**src/rtl/ex_hazard_ctrl_if.sv**
```systemverilog
// ex_hazard_ctrl_if: hazard-unit bundle between the pipeline datapath and the hazard controller
interface ex_hazard_ctrl_if #(parameter int CNT_W = 32);
  logic [4:0] rn_D, rm_D, rn_E, rm_E, rd_E, rd_M, rd_W;
  logic usesRn_D, usesRm_D, memRead_E, regWrite_M, branchTaken_M, memAccess_M, memReady_M, regWrite_W;
  logic [1:0] forwardA_E, forwardB_E;
  logic stall_F, stall_D, stall_E, stall_M;
  logic flush_D, flush_E, flush_M, flush_W;
  logic err;
  logic [CNT_W-1:0] stallCycles, flushEvents, luEvents;
  modport master (
    output rn_D, rm_D, usesRn_D, usesRm_D, rn_E, rm_E, rd_E, memRead_E, rd_M, regWrite_M,
           branchTaken_M, memAccess_M, memReady_M, rd_W, regWrite_W,
    input  forwardA_E, forwardB_E, stall_F, stall_D, stall_E, stall_M,
           flush_D, flush_E, flush_M, flush_W, err, stallCycles, flushEvents, luEvents
  );
  modport slave (
    input  rn_D, rm_D, usesRn_D, usesRm_D, rn_E, rm_E, rd_E, memRead_E, rd_M, regWrite_M,
           branchTaken_M, memAccess_M, memReady_M, rd_W, regWrite_W,
    output forwardA_E, forwardB_E, stall_F, stall_D, stall_E, stall_M,
           flush_D, flush_E, flush_M, flush_W, err, stallCycles, flushEvents, luEvents
  );
endinterface

```
**src/rtl/ex_hazard_ctrl.sv**
```systemverilog
// ex_hazard_ctrl: LEGv8 forwarding, load-use, branch-flush and memory-wait control with event counters
module ex_hazard_ctrl #(
  parameter int TIMEOUT = 16,
  parameter int CNT_W   = 32
) (
  input logic clk,
  input logic reset,
  ex_hazard_ctrl_if.slave h
);
  typedef enum logic [1:0] {RUN, MEM_WAIT, ERROR} state_t;
  localparam int WW = $clog2(TIMEOUT + 1);
  state_t state;
  logic [WW-1:0] wait_cnt;
  logic mem_wait, load_use, halt, br, lu;
  assign h.forwardA_E = (h.regWrite_M && h.rd_M != 5'd31 && h.rd_M == h.rn_E) ? 2'b10 :
                        (h.regWrite_W && h.rd_W != 5'd31 && h.rd_W == h.rn_E) ? 2'b01 : 2'b00;
  assign h.forwardB_E = (h.regWrite_M && h.rd_M != 5'd31 && h.rd_M == h.rm_E) ? 2'b10 :
                        (h.regWrite_W && h.rd_W != 5'd31 && h.rd_W == h.rm_E) ? 2'b01 : 2'b00;
  always_comb begin
    mem_wait  = h.memAccess_M && !h.memReady_M;
    load_use  = h.memRead_E && h.rd_E != 5'd31 &&
                ((h.usesRn_D && h.rn_D == h.rd_E) || (h.usesRm_D && h.rm_D == h.rd_E));
    // a reset cycle behaves as RUN, so ERROR is masked while reset is high
    h.err     = state == ERROR && !reset;
    halt      = h.err || mem_wait;
    br        = !halt && h.branchTaken_M;
    lu        = !halt && !h.branchTaken_M && load_use;
    h.stall_F = halt || lu;
    h.stall_D = halt || lu;
    h.stall_E = halt;
    h.stall_M = halt;
    h.flush_D = br;
    h.flush_E = br || lu;
    h.flush_M = br;
    h.flush_W = halt;
  end
  always_ff @(posedge clk) begin
    if (reset) begin
      state         <= RUN;
      wait_cnt      <= '0;
      h.stallCycles <= '0;
      h.flushEvents <= '0;
      h.luEvents    <= '0;
    end else begin
      if (h.stall_F && h.stallCycles != '1) h.stallCycles <= h.stallCycles + 1'b1;
      if (br && h.flushEvents != '1) h.flushEvents <= h.flushEvents + 1'b1;
      if (lu && h.luEvents != '1) h.luEvents <= h.luEvents + 1'b1;
      case (state)
        RUN: if (mem_wait) begin
          state    <= MEM_WAIT;
          wait_cnt <= WW'(1);
        end
        MEM_WAIT: if (!mem_wait) begin
          state    <= RUN;
          wait_cnt <= '0;
        end else if (wait_cnt == WW'(TIMEOUT - 1)) state <= ERROR;
        else wait_cnt <= wait_cnt + 1'b1;
        default: state <= ERROR;
      endcase
    end
  end
endmodule

```
**src/flat_wrapper.sv**
```systemverilog
// flat-port wrapper written by rule: the top's interface ports become plain ports
module ex_hazard_ctrl_flat 
#(
  parameter int TIMEOUT = 16,
  parameter int CNT_W   = 32
)
  (clk, reset, h_rn_D, h_rm_D, h_usesRn_D, h_usesRm_D, h_rn_E, h_rm_E, h_rd_E, h_memRead_E, h_rd_M, h_regWrite_M, h_branchTaken_M, h_memAccess_M, h_memReady_M, h_rd_W, h_regWrite_W, h_forwardA_E, h_forwardB_E, h_stall_F, h_stall_D, h_stall_E, h_stall_M, h_flush_D, h_flush_E, h_flush_M, h_flush_W, h_err, h_stallCycles, h_flushEvents, h_luEvents);
  ex_hazard_ctrl_if #(.CNT_W(CNT_W)) h_i ();
  input logic clk;
  input logic reset;
  input wire logic [$bits(h_i.rn_D)-1:0] h_rn_D;
  input wire logic [$bits(h_i.rm_D)-1:0] h_rm_D;
  input wire logic [$bits(h_i.usesRn_D)-1:0] h_usesRn_D;
  input wire logic [$bits(h_i.usesRm_D)-1:0] h_usesRm_D;
  input wire logic [$bits(h_i.rn_E)-1:0] h_rn_E;
  input wire logic [$bits(h_i.rm_E)-1:0] h_rm_E;
  input wire logic [$bits(h_i.rd_E)-1:0] h_rd_E;
  input wire logic [$bits(h_i.memRead_E)-1:0] h_memRead_E;
  input wire logic [$bits(h_i.rd_M)-1:0] h_rd_M;
  input wire logic [$bits(h_i.regWrite_M)-1:0] h_regWrite_M;
  input wire logic [$bits(h_i.branchTaken_M)-1:0] h_branchTaken_M;
  input wire logic [$bits(h_i.memAccess_M)-1:0] h_memAccess_M;
  input wire logic [$bits(h_i.memReady_M)-1:0] h_memReady_M;
  input wire logic [$bits(h_i.rd_W)-1:0] h_rd_W;
  input wire logic [$bits(h_i.regWrite_W)-1:0] h_regWrite_W;
  output wire logic [$bits(h_i.forwardA_E)-1:0] h_forwardA_E;
  output wire logic [$bits(h_i.forwardB_E)-1:0] h_forwardB_E;
  output wire logic [$bits(h_i.stall_F)-1:0] h_stall_F;
  output wire logic [$bits(h_i.stall_D)-1:0] h_stall_D;
  output wire logic [$bits(h_i.stall_E)-1:0] h_stall_E;
  output wire logic [$bits(h_i.stall_M)-1:0] h_stall_M;
  output wire logic [$bits(h_i.flush_D)-1:0] h_flush_D;
  output wire logic [$bits(h_i.flush_E)-1:0] h_flush_E;
  output wire logic [$bits(h_i.flush_M)-1:0] h_flush_M;
  output wire logic [$bits(h_i.flush_W)-1:0] h_flush_W;
  output wire logic [$bits(h_i.err)-1:0] h_err;
  output wire logic [$bits(h_i.stallCycles)-1:0] h_stallCycles;
  output wire logic [$bits(h_i.flushEvents)-1:0] h_flushEvents;
  output wire logic [$bits(h_i.luEvents)-1:0] h_luEvents;
  assign h_i.rn_D = h_rn_D;
  assign h_i.rm_D = h_rm_D;
  assign h_i.usesRn_D = h_usesRn_D;
  assign h_i.usesRm_D = h_usesRm_D;
  assign h_i.rn_E = h_rn_E;
  assign h_i.rm_E = h_rm_E;
  assign h_i.rd_E = h_rd_E;
  assign h_i.memRead_E = h_memRead_E;
  assign h_i.rd_M = h_rd_M;
  assign h_i.regWrite_M = h_regWrite_M;
  assign h_i.branchTaken_M = h_branchTaken_M;
  assign h_i.memAccess_M = h_memAccess_M;
  assign h_i.memReady_M = h_memReady_M;
  assign h_i.rd_W = h_rd_W;
  assign h_i.regWrite_W = h_regWrite_W;
  assign h_forwardA_E = h_i.forwardA_E;
  assign h_forwardB_E = h_i.forwardB_E;
  assign h_stall_F = h_i.stall_F;
  assign h_stall_D = h_i.stall_D;
  assign h_stall_E = h_i.stall_E;
  assign h_stall_M = h_i.stall_M;
  assign h_flush_D = h_i.flush_D;
  assign h_flush_E = h_i.flush_E;
  assign h_flush_M = h_i.flush_M;
  assign h_flush_W = h_i.flush_W;
  assign h_err = h_i.err;
  assign h_stallCycles = h_i.stallCycles;
  assign h_flushEvents = h_i.flushEvents;
  assign h_luEvents = h_i.luEvents;
  ex_hazard_ctrl #(.TIMEOUT(TIMEOUT), .CNT_W(CNT_W)) u_core (.clk(clk), .reset(reset), .h(h_i));
endmodule
```
**config.mk**
```make
export PLATFORM = sky130hd
export DESIGN_NAME = ex_hazard_ctrl_flat
export DESIGN_NICKNAME = d
export VERILOG_FILES = /design/src/rtl/ex_hazard_ctrl_if.sv /design/src/rtl/ex_hazard_ctrl.sv /design/src/flat_wrapper.sv
export SDC_FILE = /design/constraint.sdc
export NUM_CORES = 1
export LEC_CHECK = 0
export ABC_AREA = 1
export BUFFER_PORTS_ARGS = -buffer_cell sky130_fd_sc_hd__buf_2
export CELL_PAD_IN_SITES_DETAIL_PLACEMENT = 1
export CELL_PAD_IN_SITES_GLOBAL_PLACEMENT = 1
export CORE_MARGIN = 2
export CORE_UTILIZATION = 41
export DETAILED_ROUTE_END_ITERATION = 6
export PLACE_DENSITY = 0.87
export SLEW_MARGIN = 5
export SYNTH_ARGS = -nofsm -noshare
export SYNTH_HDL_FRONTEND = slang
export SYNTH_SLANG_ARGS = --single-unit
```
**constraint.sdc**
```tcl
create_clock -name clk -period 4.3 [get_ports clk]
set_clock_uncertainty 0.1 [all_clocks]
set_input_delay 0.86 -clock clk [delete_from_list [all_inputs] [get_ports clk]]
set_output_delay 0.86 -clock clk [all_outputs]
set_load 0.01 [all_outputs]
```
# Yosys cells after proc, flatten, opt, wreduce, memory -nomap -nowiden
# Cells that the tools add are included.
[op_classes]
eq_ne = 18
n_reduce_logical = 30
mux = 12
addsub = 4
[op_table]
columns = ["cell", "count"]
rows = [
  ["32-bit by 1-bit adder with 32-bit output (second input constant)", 3],
  ["32-bit inequality test (second input constant)", 3],
  ["5-bit == test", 6],
  ["1-bit logical AND", 18],
  ["5-bit two-way mux", 3],
  ["5-bit inequality test (second input constant)", 3],
  ["2-bit two-way mux", 5],
  ["5-bit one-hot mux with 2 select lines", 1],
  ["3-bit inequality test (second input constant)", 2],
  ["5-bit by 1-bit adder with 5-bit output (second input constant)", 1],
  ["5-bit by 4-bit == test with 1-bit output (second input constant)", 1],
  ["1-bit logical NOT", 4],
  ["1-bit logical OR", 4],
  ["2-bit one-hot mux with 2 select lines", 1],
  ["3-bit AND reduction", 1],
  ["2-bit by 1-bit == test with 1-bit output (second input constant)", 1],
  ["2-bit == test (second input constant)", 1],
  ["2-bit logical NOT", 1],
  ["1-bit two-way mux", 2],
  ["2-bit by 1-bit inequality test with 1-bit output (second input constant)", 1],
  ["2-bit AND reduction", 1],
  ["2-bit nonzero test", 1],
]
[totals]
ff_bits = 103
elab_cells = 69

# Depth between registers and ports, before layout
# Gate-level depths: netlist (run 1).
[depth]
ltp_word = 8
ltp_mapped = 13
depth_no_buf = 13

# Worst setup path before layout (run 1)
# Ideal clock, no wire load.
[synth_path]
kind = "in2out"
from = "input port h_memAccess_M"
to = "output port h_stall_F"
slack_ps = 1393
path_stages = 9
arrival_time_ps = 1947
cell_sequence = "inv_1 -> nor2_1 -> inv_1 -> nand2_2 -> nor3_2 -> nand2_1 -> nand2_1 -> buf_2 -> buf_4"
[synth_via]
elab_chain_cells = 6
[synth_lines]
columns = ["item", "line", "text"]
rows = [
  ["start: declaration", "flat_wrapper.sv:22", "input wire logic [$bits(h_i.memAccess_M)-1:0] h_memAccess_M;"],
  ["1-bit logical AND (*)", "ex_hazard_ctrl.sv:20", "mem_wait = h.memAccess_M && !h.memReady_M;"],
  ["1-bit logical OR (*)", "ex_hazard_ctrl.sv:25", "halt = h.err || mem_wait;"],
  ["net h_flush_W", "flat_wrapper.sv:35", "output wire logic [$bits(h_i.flush_W)-1:0] h_flush_W;"],
  ["1-bit logical NOT", "ex_hazard_ctrl.sv:27", "lu = !halt && !h.branchTaken_M && load_use;"],
  ["1-bit logical AND (2 in a row)", "ex_hazard_ctrl.sv:27", ""],
  ["1-bit logical OR (*)", "-", ""],
  ["end: declaration", "flat_wrapper.sv:28", "output wire logic [$bits(h_i.stall_F)-1:0] h_stall_F;"],
]
# The timed path passes the listed nets; every way through them passes the cells marked *.

# Final worst setup path (run 1)
[layout_path]
from = "input port h_memAccess_M"
to = "output port h_stall_F"
[layout_via]
elab_chain_cells = 6
[layout_lines]
columns = ["item", "line", "text"]
rows = [
  ["1-bit logical AND (*)", "ex_hazard_ctrl.sv:20", ""],
  ["1-bit logical OR (*)", "ex_hazard_ctrl.sv:25", ""],
  ["1-bit logical NOT", "ex_hazard_ctrl.sv:27", ""],
  ["1-bit logical AND (2 in a row)", "ex_hazard_ctrl.sv:27", ""],
  ["1-bit logical OR (*)", "ex_hazard_ctrl.sv:28", "h.stall_F = halt || lu;"],
]
# Mark *: on every way between the ends. The rest lies on a longest branch, timed or not.

==> results of run 1 <==
cell usage after synthesis (6+ instances only):
cell,count
nor2_1,209
nor3_1,24
dfxtp_1,103
buf_4,13
nand2_2,6
nand3b_1,28
a21oi_1,62
xnor2_1,20
nand4_1,9
xor2_1,44
clkbuf_1,17
o21ai_0,14
inv_1,104
nand3_1,79
nand2_1,426
per-stage QoR:
step / std cells / power, mW / utilization, % / instance area (um2) / hold slack [ps]
3_5_place_dp: 1550 / 1.29 / 46.6 / 8010 / 360
2_1_floorplan: 1204 / 1.19 / - / 7130 / 333
3_3_place_gp: 1550 / 1.28 / 46.6 / 8010 / 350
6_report: 1565 / 2.19 / 48.5 / 8330 / 367
5_1_grt: 1565 / 2.27 / 48.5 / 8330 / 411
4_1_cts: 1565 / 2.21 / 48.5 / 8330 / 370
metal layers:
layer / vias up / routed length, um / global-route usage [%]
met2: 164 / 11600 / 45.5
met4: 0 / 581 / 11.1
met5: - / 0 / 0
met1: 3828 / 10600 / 31.5
met3: 41 / 856 / 2.76
li1: 4020 / - / -
worst paths after layout:
| kind | cells past startpoint | start | to |
|---|---|---|---|
| setup / recovery | 9 | h_memAccess_M | h_stall_F |
| hold / removal | 2 | u_core.wait_cnt[4]$_SDFFE_PP0P_ | u_core.wait_cnt[4]$_SDFFE_PP0P_ |
| setup reg to reg | 10 | u_core.h.luEvents[0]$_SDFFE_PP0P_ | u_core.h.luEvents[16]$_SDFFE_PP0P_ |
| hold reg to reg | 2 | u_core.wait_cnt[4]$_SDFFE_PP0P_ | u_core.wait_cnt[4]$_SDFFE_PP0P_ |
worst max-delay path, cell delays in order:
cell and delay, ps:
buf_2 90, inv_1 50, nor2_1 50, inv_1 120
nand2_2 120, nor3_2 220, nand2_1 130, nand2_1 390
buf_2 220
final cells by class:
class	instances	area (um2)
Timing Repair Buffer	159	811
Sequential cell	103	2060
Tap cell	225	282
Multi-Input combinational cell	955	4450
Clock buffer	10	239
Inverter	108	405
Fill cell	2507	8850
Clock inverter	5	81.3
registers in the layout (all words and copies together) (netlist names):
| register | count |
|---|---|
| u_core.h.flushEvents | 32 |
| u_core.h.luEvents | 32 |
| u_core.h.stallCycles | 32 |
| u_core.wait_cnt | 5 |
| u_core.state | 2 |
logic make-up (layout without fill, tap and decap cells):
family	after synthesis	after routing
AND/OR/NAND/NOR	801	801
buffers and inverters	146	282
flip-flops	103	103
AO/OA/AOI/OAI	85	85
XOR/XNOR	64	64
adder cells (fa/ha/maj)	5	5
where the power goes:
group / internal [mW] / total, mW / switching, mW
clock network: 0.525 / 0.924 / 0.399
registers: 0.978 / 1.01 / 0.0364
logic: 0.0947 / 0.249 / 0.154
total: 1.60 / 2.19 / 0.589
==> flow_summary.toml, run 1 <==
[detailed_routing]
postRouteAntennaNets = 0
via_per_inst = 5.15
wl_mm = 23.7
dr.pass1.iters = 5
vias = 8053
drt-initial-drc-count = 387
wire_per_inst_um = 15.1
drc = 0

[logic_synthesis]
synth_compound_gate_area_share_pct = 6.30
ys.flop_type = "dfxtp_1"
synth_warnings = 0
synth_fp_nets = 1254
synth_top_family_by_area = "simple AND/OR/NAND/NOR gates"
synth.largest_area_cell = "dfxtp_1"
syn_area_um2 = 7130
synthDistinctLibCells = 37
yosysTopAreaCellShare_pct = 28.9
synthTopCellsByArea = "dfxtp_1 29%, nand2_1 22%, nor2_1 11%"
synth-adder-area-share_pct = 0.877
avgSynthCellArea_um2 = 5.92
synth_simple_gate_area_share_pct = 47.3
synth-seq-area-share_pct = 28.9
synthArstFlopShare_pct = 0
synth-xor-area-share_pct = 7.86
synthCells = 1204
synth-seq-cells = 103
synth-edff-count = 0
synth.mux.area_fraction_pct = 0

[die]
dieArea_um2 = 18500
rows = 48
die_w_um = 136
start_util_pct = 41.5
die_h_um = 136
boundaryPins = 154
fp.coreArea_um2 = 17200

[clock_network]
insertion_delay_ps = 360
cts_tree = "done"
cts_setup_buffers = 0
ctsHoldBuffers = 0
cts_sinks = 103
h-tree-depth = 3
cts_resized = 0
cts_made_buffers = 9
clockBufferDepth = 2
cts_root_buf = "clkbuf_16"
clk_pin_slew_ps = 70

[sta]
setup_violations = 0
post-route-worst-setup-slack_ps = 1070
hold_viol_final = 0
grt_setup_unrepaired = "false"
fin_crit_ps = 3230
max_freq_mhz = 310
drv_slew = 0
fin_tns_setup_ps = 0
max_slew_margin_pct = 31.4
period_share_pct = 75.1
worst_slew_pin_slew_ps = 1020

[worst_setup_path]
cp_max_fo = 14
cp.required_ps = 3340
startpoint_type = "input port"
worstSetupPathType = "in2out"
worst_ep_arrival_time_ps = 2270
endpoint_kind = "output pin"
ff2ff_setup_slack_ps = 1460

[pwr]
p_leak_nw = 3.67
p_per_area_nw_per_um2 = 263
ir_worst_vdd_uv = 194

[final_layout]
drive_gt1_share_pct = 14.8
area_delta_synth_final_pct = 16.7
nets = 1386
final_common_cell = "nand2_1"
final_cell_mix = "426 x nand2_1, 209 x nor2_1, 153 x buf_2"
antenna_cells = 0

[placement]
portBuffers = 153
gp_congestion = 0.935
pre_cts_slack_ps = 1060
hpwl_mm = 17.7

[flow_run]
maxCapViolCount = 0

[global_route]
grt_overflow = 0
grt_pass1_wl_mm = 38.4
first_global_vias = 8053
grt_max_degree = 66
antenna_found_initial = 0
track_usage_pct = 25.7

[run_status]
status = "complete, no violations"

[min_path]
worstHoldPathType = "reg2reg"
No activity file was read; power rests on OpenSTA's default activity.
==> run 2: changes to the inputs <==
--- a/config.mk
+++ b/config.mk
@@ -5,14 +5,14 @@
 export SDC_FILE = /design/constraint.sdc
 export NUM_CORES = 1
 export LEC_CHECK = 0
-export ABC_AREA = 1
+export ABC_AREA = 0
 export BUFFER_PORTS_ARGS = -buffer_cell sky130_fd_sc_hd__buf_2
 export CELL_PAD_IN_SITES_DETAIL_PLACEMENT = 1
 export CELL_PAD_IN_SITES_GLOBAL_PLACEMENT = 1
 export CORE_MARGIN = 2
-export CORE_UTILIZATION = 41
+export CORE_UTILIZATION = 34
 export DETAILED_ROUTE_END_ITERATION = 6
-export PLACE_DENSITY = 0.87
+export PLACE_DENSITY = 0.76
 export SLEW_MARGIN = 5
 export SYNTH_ARGS = -nofsm -noshare
 export SYNTH_HDL_FRONTEND = slang
==> constraint.sdc (replaced) <==
create_clock -name clk -period 2.65 [get_ports clk]
set_clock_uncertainty 0.1 [all_clocks]
set_input_delay 0.53 -clock clk [delete_from_list [all_inputs] [get_ports clk]]
set_output_delay 0.53 -clock clk [all_outputs]
set_load 0.01 [all_outputs]
==> run 2 against run 1 <==
Non-clock buffer count increased by 50. Setup slack got worse by 970 ps. Die area decreased by 7.9%. Count of clock-buffer cells in the layout decreased by 1. Sequential share of layout area increased by 4.3 points. Register-to-register slack got worse by 1400 ps. Combinational power decreased by 11%. Area after synthesis decreased by 24%. Critical path type is now reg2reg. First-iteration DRC count decreased by 41%. Highest routed layer unchanged.
==> flow_summary.toml, run 2 <==
[final_layout]
antenna_cells = 0
nets = 905
final_cell_mix = "152 x buf_2, 111 x nor2_1, 99 x dfxtp_1"
design_area_um2 = 7110
final_common_cell = "buf_2"
drive_gt1_share_pct = 28.7
largest_registers = "u_core.h.flushEvents x32, u_core.h.luEvents x32, u_core.h.stallCycles x32"
area_delta_synth_final_pct = 30.8

[global_route]
antenna_found_initial = 0
first_global_vias = 5207
grt_max_degree = 82
grt_pass1_wl_mm = 25.5
grt_overflow = 0
track_usage_pct = 18.5

[logic_synthesis]
synth_warnings = 0
yosysTopAreaCellShare_pct = 37.9
ys.flop_type = "dfxtp_1"
synth_commonest_cells = "111 x nor2_1, 103 x dfxtp_1, 78 x xnor2_1"
synthDistinctLibCells = 44
synth-seq-area-share_pct = 37.9
synthCells = 668
synthArstFlopShare_pct = 0
synth.most_common_cell = "nor2_1"
avgSynthCellArea_um2 = 8.13
synth-seq-cells = 103
synthTopCellsByArea = "dfxtp_1 38%, xnor2_1 13%, nor2_1 7.7%"
synth_fp_nets = 718
synth-edff-count = 0
syn_area_um2 = 5430
synth.largest_area_cell = "dfxtp_1"

[detailed_routing]
vias = 5476
wire_per_inst_um = 15.1
wl_mm = 16.3
dr.pass1.iters = 4
drc = 0
postRouteAntennaNets = 0
drt-initial-drc-count = 229
via_per_inst = 5.09

[min_path]
holdCritStartpoint = "u_core.wait_cnt[4]$_SDFFE_PP0P_"
min_path_cells = 2
hold_end = "u_core.wait_cnt[4]$_SDFFE_PP0P_"
worstHoldPathType = "reg2reg"

[sta]
whs_ps = 410
worst_slew_pin_slew_ps = 848
hold_viol_final = 0
max_slew_margin_pct = 43.5
setup_violations = 0
period_share_pct = 96.3
drv_slew = 0
fin_crit_ps = 2550
max_freq_mhz = 392
fin_tns_setup_ps = 0

[die]
boundaryPins = 154
rows = 46
fp.coreArea_um2 = 15800
die_h_um = 130
start_util_pct = 34.5
dieArea_um2 = 17000
die_w_um = 130

[clock_network]
cts_root_buf = "clkbuf_16"
cts_made_buffers = 9
cts_tree = "done"
cts_sinks = 103
ctsHoldBuffers = 0
clk_pin_slew_ps = 80
clockBufferDepth = 2
cts_resized = 0
insertion_delay_ps = 360
cts_setup_buffers = 0
h-tree-depth = 3

[pwr]
p_leak_nw = 2.87
p_per_area_nw_per_um2 = 447
ir_worst_vdd_uv = 261

[worst_setup_path]
worstSetupPathType = "reg2reg"
ff2ff_setup_slack_ps = 100
startpoint_type = "register"
endpoint_kind = "register"
cp_max_fo = 4
reg2regPathDepth = 8
worst_ep_arrival_time_ps = 2690
r2r_end = "u_core.h.stallCycles[31]$_SDFFE_PP0P_"
cp.required_ps = 2790
crit_path_start = "u_core.h.stallCycles[8]$_SDFFE_PP0P_"
r2r_start = "u_core.h.stallCycles[8]$_SDFFE_PP0P_"

[placement]
portBuffers = 153
gp_congestion = 0.757
postPlaceCellArea_um2 = 6760
hpwl_mm = 11.9

[run_status]
status = "complete, no violations"

[flow_run]
maxCapViolCount = 0
run 2: worst max-delay path, cell delays in order, from the launching register on:
cell and delay, ps:
dfxtp_2 380, nand4_1 150, or4_1 570, or2_2 370, nor4_4 250, or2_4 200
buf_4 100, nor3_1 50, mux2_2 270
run 2: cell type report:
type	count	area [um2]
clock inverters	7	78.8
clock buffers	9	225
flip-flops and latches	103	2070
inverters	11	41.3
multi-input cells	521	3220
repair buffers	209	1210
well taps	216	270
fillers	2017	8660
run 2: worst max-delay path by stage:
| stage | end |
|---|---|
| floorplan | u_core.h.flushEvents[25]$_SDFFE_PP0P_ |
| global placement | u_core.h.flushEvents[23]$_SDFFE_PP0P_ |
| detailed placement | u_core.h.flushEvents[23]$_SDFFE_PP0P_ |
| CTS | u_core.h.flushEvents[23]$_SDFFE_PP0P_ |
| global route | u_core.h.flushEvents[30]$_SDFFE_PP0P_ |
| finish | u_core.h.stallCycles[31]$_SDFFE_PP0P_ |
run 2: through the flow:
step	total power, mW	utilization [%]	worst slack, ps	cells
final	3.18	45.1	98.6	1076
after global routing	3.29	45.1	-2.44	1076
after CTS	3.22	44.8	33.2	1075
after detailed placement	1.82	42.9	-180	1059
after global placement	1.82	42.9	-172	1059
after floorplan	1.72	-	-67.1	668
run 2: layer usage:
| layer | part of all wire, % | track usage [%] | wire length [um] |
|---|---|---|---|
| met5 | 0 | 0 | 0 |
| met4 | 1.5 | 6.51 | 246 |
| met3 | 6.1 | 3.01 | 990 |
| met2 | 46 | 30.9 | 7560 |
| met1 | 46 | 24.2 | 7500 |
run 2: logic make-up after synthesis:
kind of cell	Yosys count	share of synthesized area, %
simple gates	361	33.8
xor+xnor	110	17.7
flops	103	37.9
buf+inv	44	3.78
compound gates	37	3.98
mux	8	1.59
fa+ha+maj	5	1.15
run 2: report_power, final:
part	total [mW]	internal [mW]	switching, mW	leakage, nW
Sequential	1.56	1.55	0.00774	0.832
Clock	1.40	0.746	0.650	0.144
Combinational	0.222	0.0959	0.126	1.89
Total	3.18	2.39	0.784	2.87
==> run 3: changes to the inputs <==
--- a/config.mk
+++ b/config.mk
@@ -12,7 +12,7 @@
 export CORE_MARGIN = 2
 export CORE_UTILIZATION = 34
 export DETAILED_ROUTE_END_ITERATION = 6
-export PLACE_DENSITY = 0.76
+export PLACE_DENSITY_LB_ADDON = 0.12
 export SLEW_MARGIN = 5
 export SYNTH_ARGS = -nofsm -noshare
 export SYNTH_HDL_FRONTEND = slang
==> run 3 against run 2 <==
Cell area decreased by 0.53%. Total power increased by 3.7%. Critical path type is now in2out. Sequential share of layout area increased by 0.15 points. Highest routed layer unchanged.
==> flow_summary.toml, run 3 (synthesis gave the netlist of run 2 again) <==
[sta]
post-route-worst-setup-slack_ps = 87.6
drv_slew = 0
fin_tns_setup_ps = 0
setup_violations = 0
hold_viol_final = 0
fin_crit_ps = 2560
max_slew_margin_pct = 47.1
period_share_pct = 96.7
max_freq_mhz = 390
worst_slew_pin_slew_ps = 794
grt_setup_unrepaired = "false"

[detailed_routing]
vias = 5439
drc = 0
postRouteAntennaNets = 0
drt-initial-drc-count = 232
wl_mm = 17.1
wire_per_inst_um = 16.0
dr.pass1.iters = 4
via_per_inst = 5.10

[worst_setup_path]
cp_max_fo = 31
critPathSlowestCell = "o22ai_1"
crit_buf_inv = 3
cp_num_cells = 8
endpoint_kind = "output pin"
startpoint_type = "input port"
crit_chain = "buf_2 -> xnor2_1 -> nand4_1 -> o22ai_1 -> nand3_1 -> buf_12 -> nand2_1 -> buf_2"
reg2regPathDepth = 8
cpMostUsedCell = "buf_2"
worst_ep_arrival_time_ps = 1930
cp_top_family = "buffers and inverters"
worstSetupPathType = "in2out"
cp.required_ps = 2020
critPathMaxStageDelay_ps = 320

[clock_network]
clk_pin_slew_ps = 70
cts_made_buffers = 9
cts_sinks = 103
insertion_delay_ps = 350
cts_root_buf = "clkbuf_16"
ctsHoldBuffers = 0
cts_tree = "done"
clockBufferDepth = 2
h-tree-depth = 3
cts_setup_buffers = 0

[pwr]
p_per_area_nw_per_um2 = 466
switching_share_pct = 23.1
intPower_mw = 2.53
pwr-share-seq_pct = 47.4
comb_power_share_pct = 6.9
ir_worst_vdd_uv = 304
clkPwrFrac_pct = 45.8
power_mw = 3.30
switching_power_uw = 762
p_leak_nw = 2.84

[die]
die_h_um = 130
rows = 46
fp.coreArea_um2 = 15800
start_util_pct = 34.5
dieArea_um2 = 17000
die_w_um = 130
boundaryPins = 154

[final_layout]
nets = 895
drive_gt1_share_pct = 27.6
final_cell_mix = "152 x buf_2, 111 x nor2_1, 99 x dfxtp_1"
largest_registers = "u_core.h.flushEvents x32, u_core.h.luEvents x32, u_core.h.stallCycles x32"
antenna_cells = 0
final_common_cell = "buf_2"
layout.cells.non_filler = 1066
area_delta_synth_final_pct = 30.1

[run_status]
status = "complete, no violations"

[global_route]
grt_pass1_wl_mm = 27.1
grt_max_degree = 75
track_usage_pct = 19.8
first_global_vias = 5454
grt_overflow = 0
antenna_found_initial = 0

[placement]
hpwl_mm = 12.6
portBuffers = 153
gp_congestion = 0.792
pre_cts_slack_ps = -230
dpl.cell_count = 1049

[flow_run]
maxCapViolCount = 0

[min_path]
worstHoldPathType = "reg2reg"
min_path_cells = 2
==> run 3: changes by cell type in the layout (fill, tap and decap cells not counted), sizes merged <==
| cell | change |
|---|---|
| inv | -2 |
| bufinv | +1 |
| buf | -10 |
| clkinv | -1 |
| clkinvlp | -1 |
| clkbuf | +3 |
==> run 3: final timing paths <==
path,startpoint,end,slack [ps]
max,h_rd_E[0],h_flush_E,90
min reg2reg,u_core.wait_cnt[4]$_SDFFE_PP0P_,u_core.wait_cnt[4]$_SDFFE_PP0P_,390
min,u_core.wait_cnt[4]$_SDFFE_PP0P_,u_core.wait_cnt[4]$_SDFFE_PP0P_,390
max reg2reg,u_core.h.stallCycles[7]$_SDFFE_PP0P_,u_core.h.stallCycles[29]$_SDFFE_PP0P_,120
==> run 3: per-stage QoR <==
stage | instance area, um2 | hold WS (ps) | utilization (%)
final | 7070 | 395 | 44.8
after CTS | 7030 | 404 | 44.6
after detailed placement | 6700 | 386 | 42.5
after global placement | 6700 | 378 | 42.5
after floorplan | 5460 | 360 | -
after global routing | 7070 | 450 | 44.8
==> run 3: final cells by class <==
class / instances / area (um2)
multi-input combinational: 521 / 3210
fill: 1980 / 8700
sequential: 103 / 2070
tap: 216 / 270
clock inverter: 4 / 76.3
inverter: 11 / 41.3
timing repair buffer: 199 / 1150
clock buffer: 12 / 256
==> run 3: worst register-to-register path, cell delays in order, from the launching register on <==
cell     delay (ps)
dfxtp_2         370
nand4_1         170
or4_4           560
or2_2           360
nor4_4          240
or2_2           180
buf_4           140
nor3_1           60
mux2_2          260
==> run 3: timing repair <==
item,4_1_cts,5_1_grt
hold endpoints to repair,0,0
setup endpoints to repair,0,30
gates resized for setup,0,9
==> run 3: routing by layer <==
metal / wire [um] / up-vias / track usage [%]
li1: - / 2678 / -
met1: 7880 / 2615 / 25.1
met2: 8100 / 127 / 34.2
met3: 874 / 19 / 3.75
met4: 237 / 0 / 5.76
met5: 0 / - / 0
==> run 3: power by group through the flow <==
stage,clock (mW),sequential (mW),combinational (mW)
detailed placement,0,1.60,0.226
CTS,1.55,1.56,0.227
finish,1.51,1.56,0.226
global placement,0,1.60,0.220
floorplan,0,1.60,0.117
global route,1.61,1.56,0.251
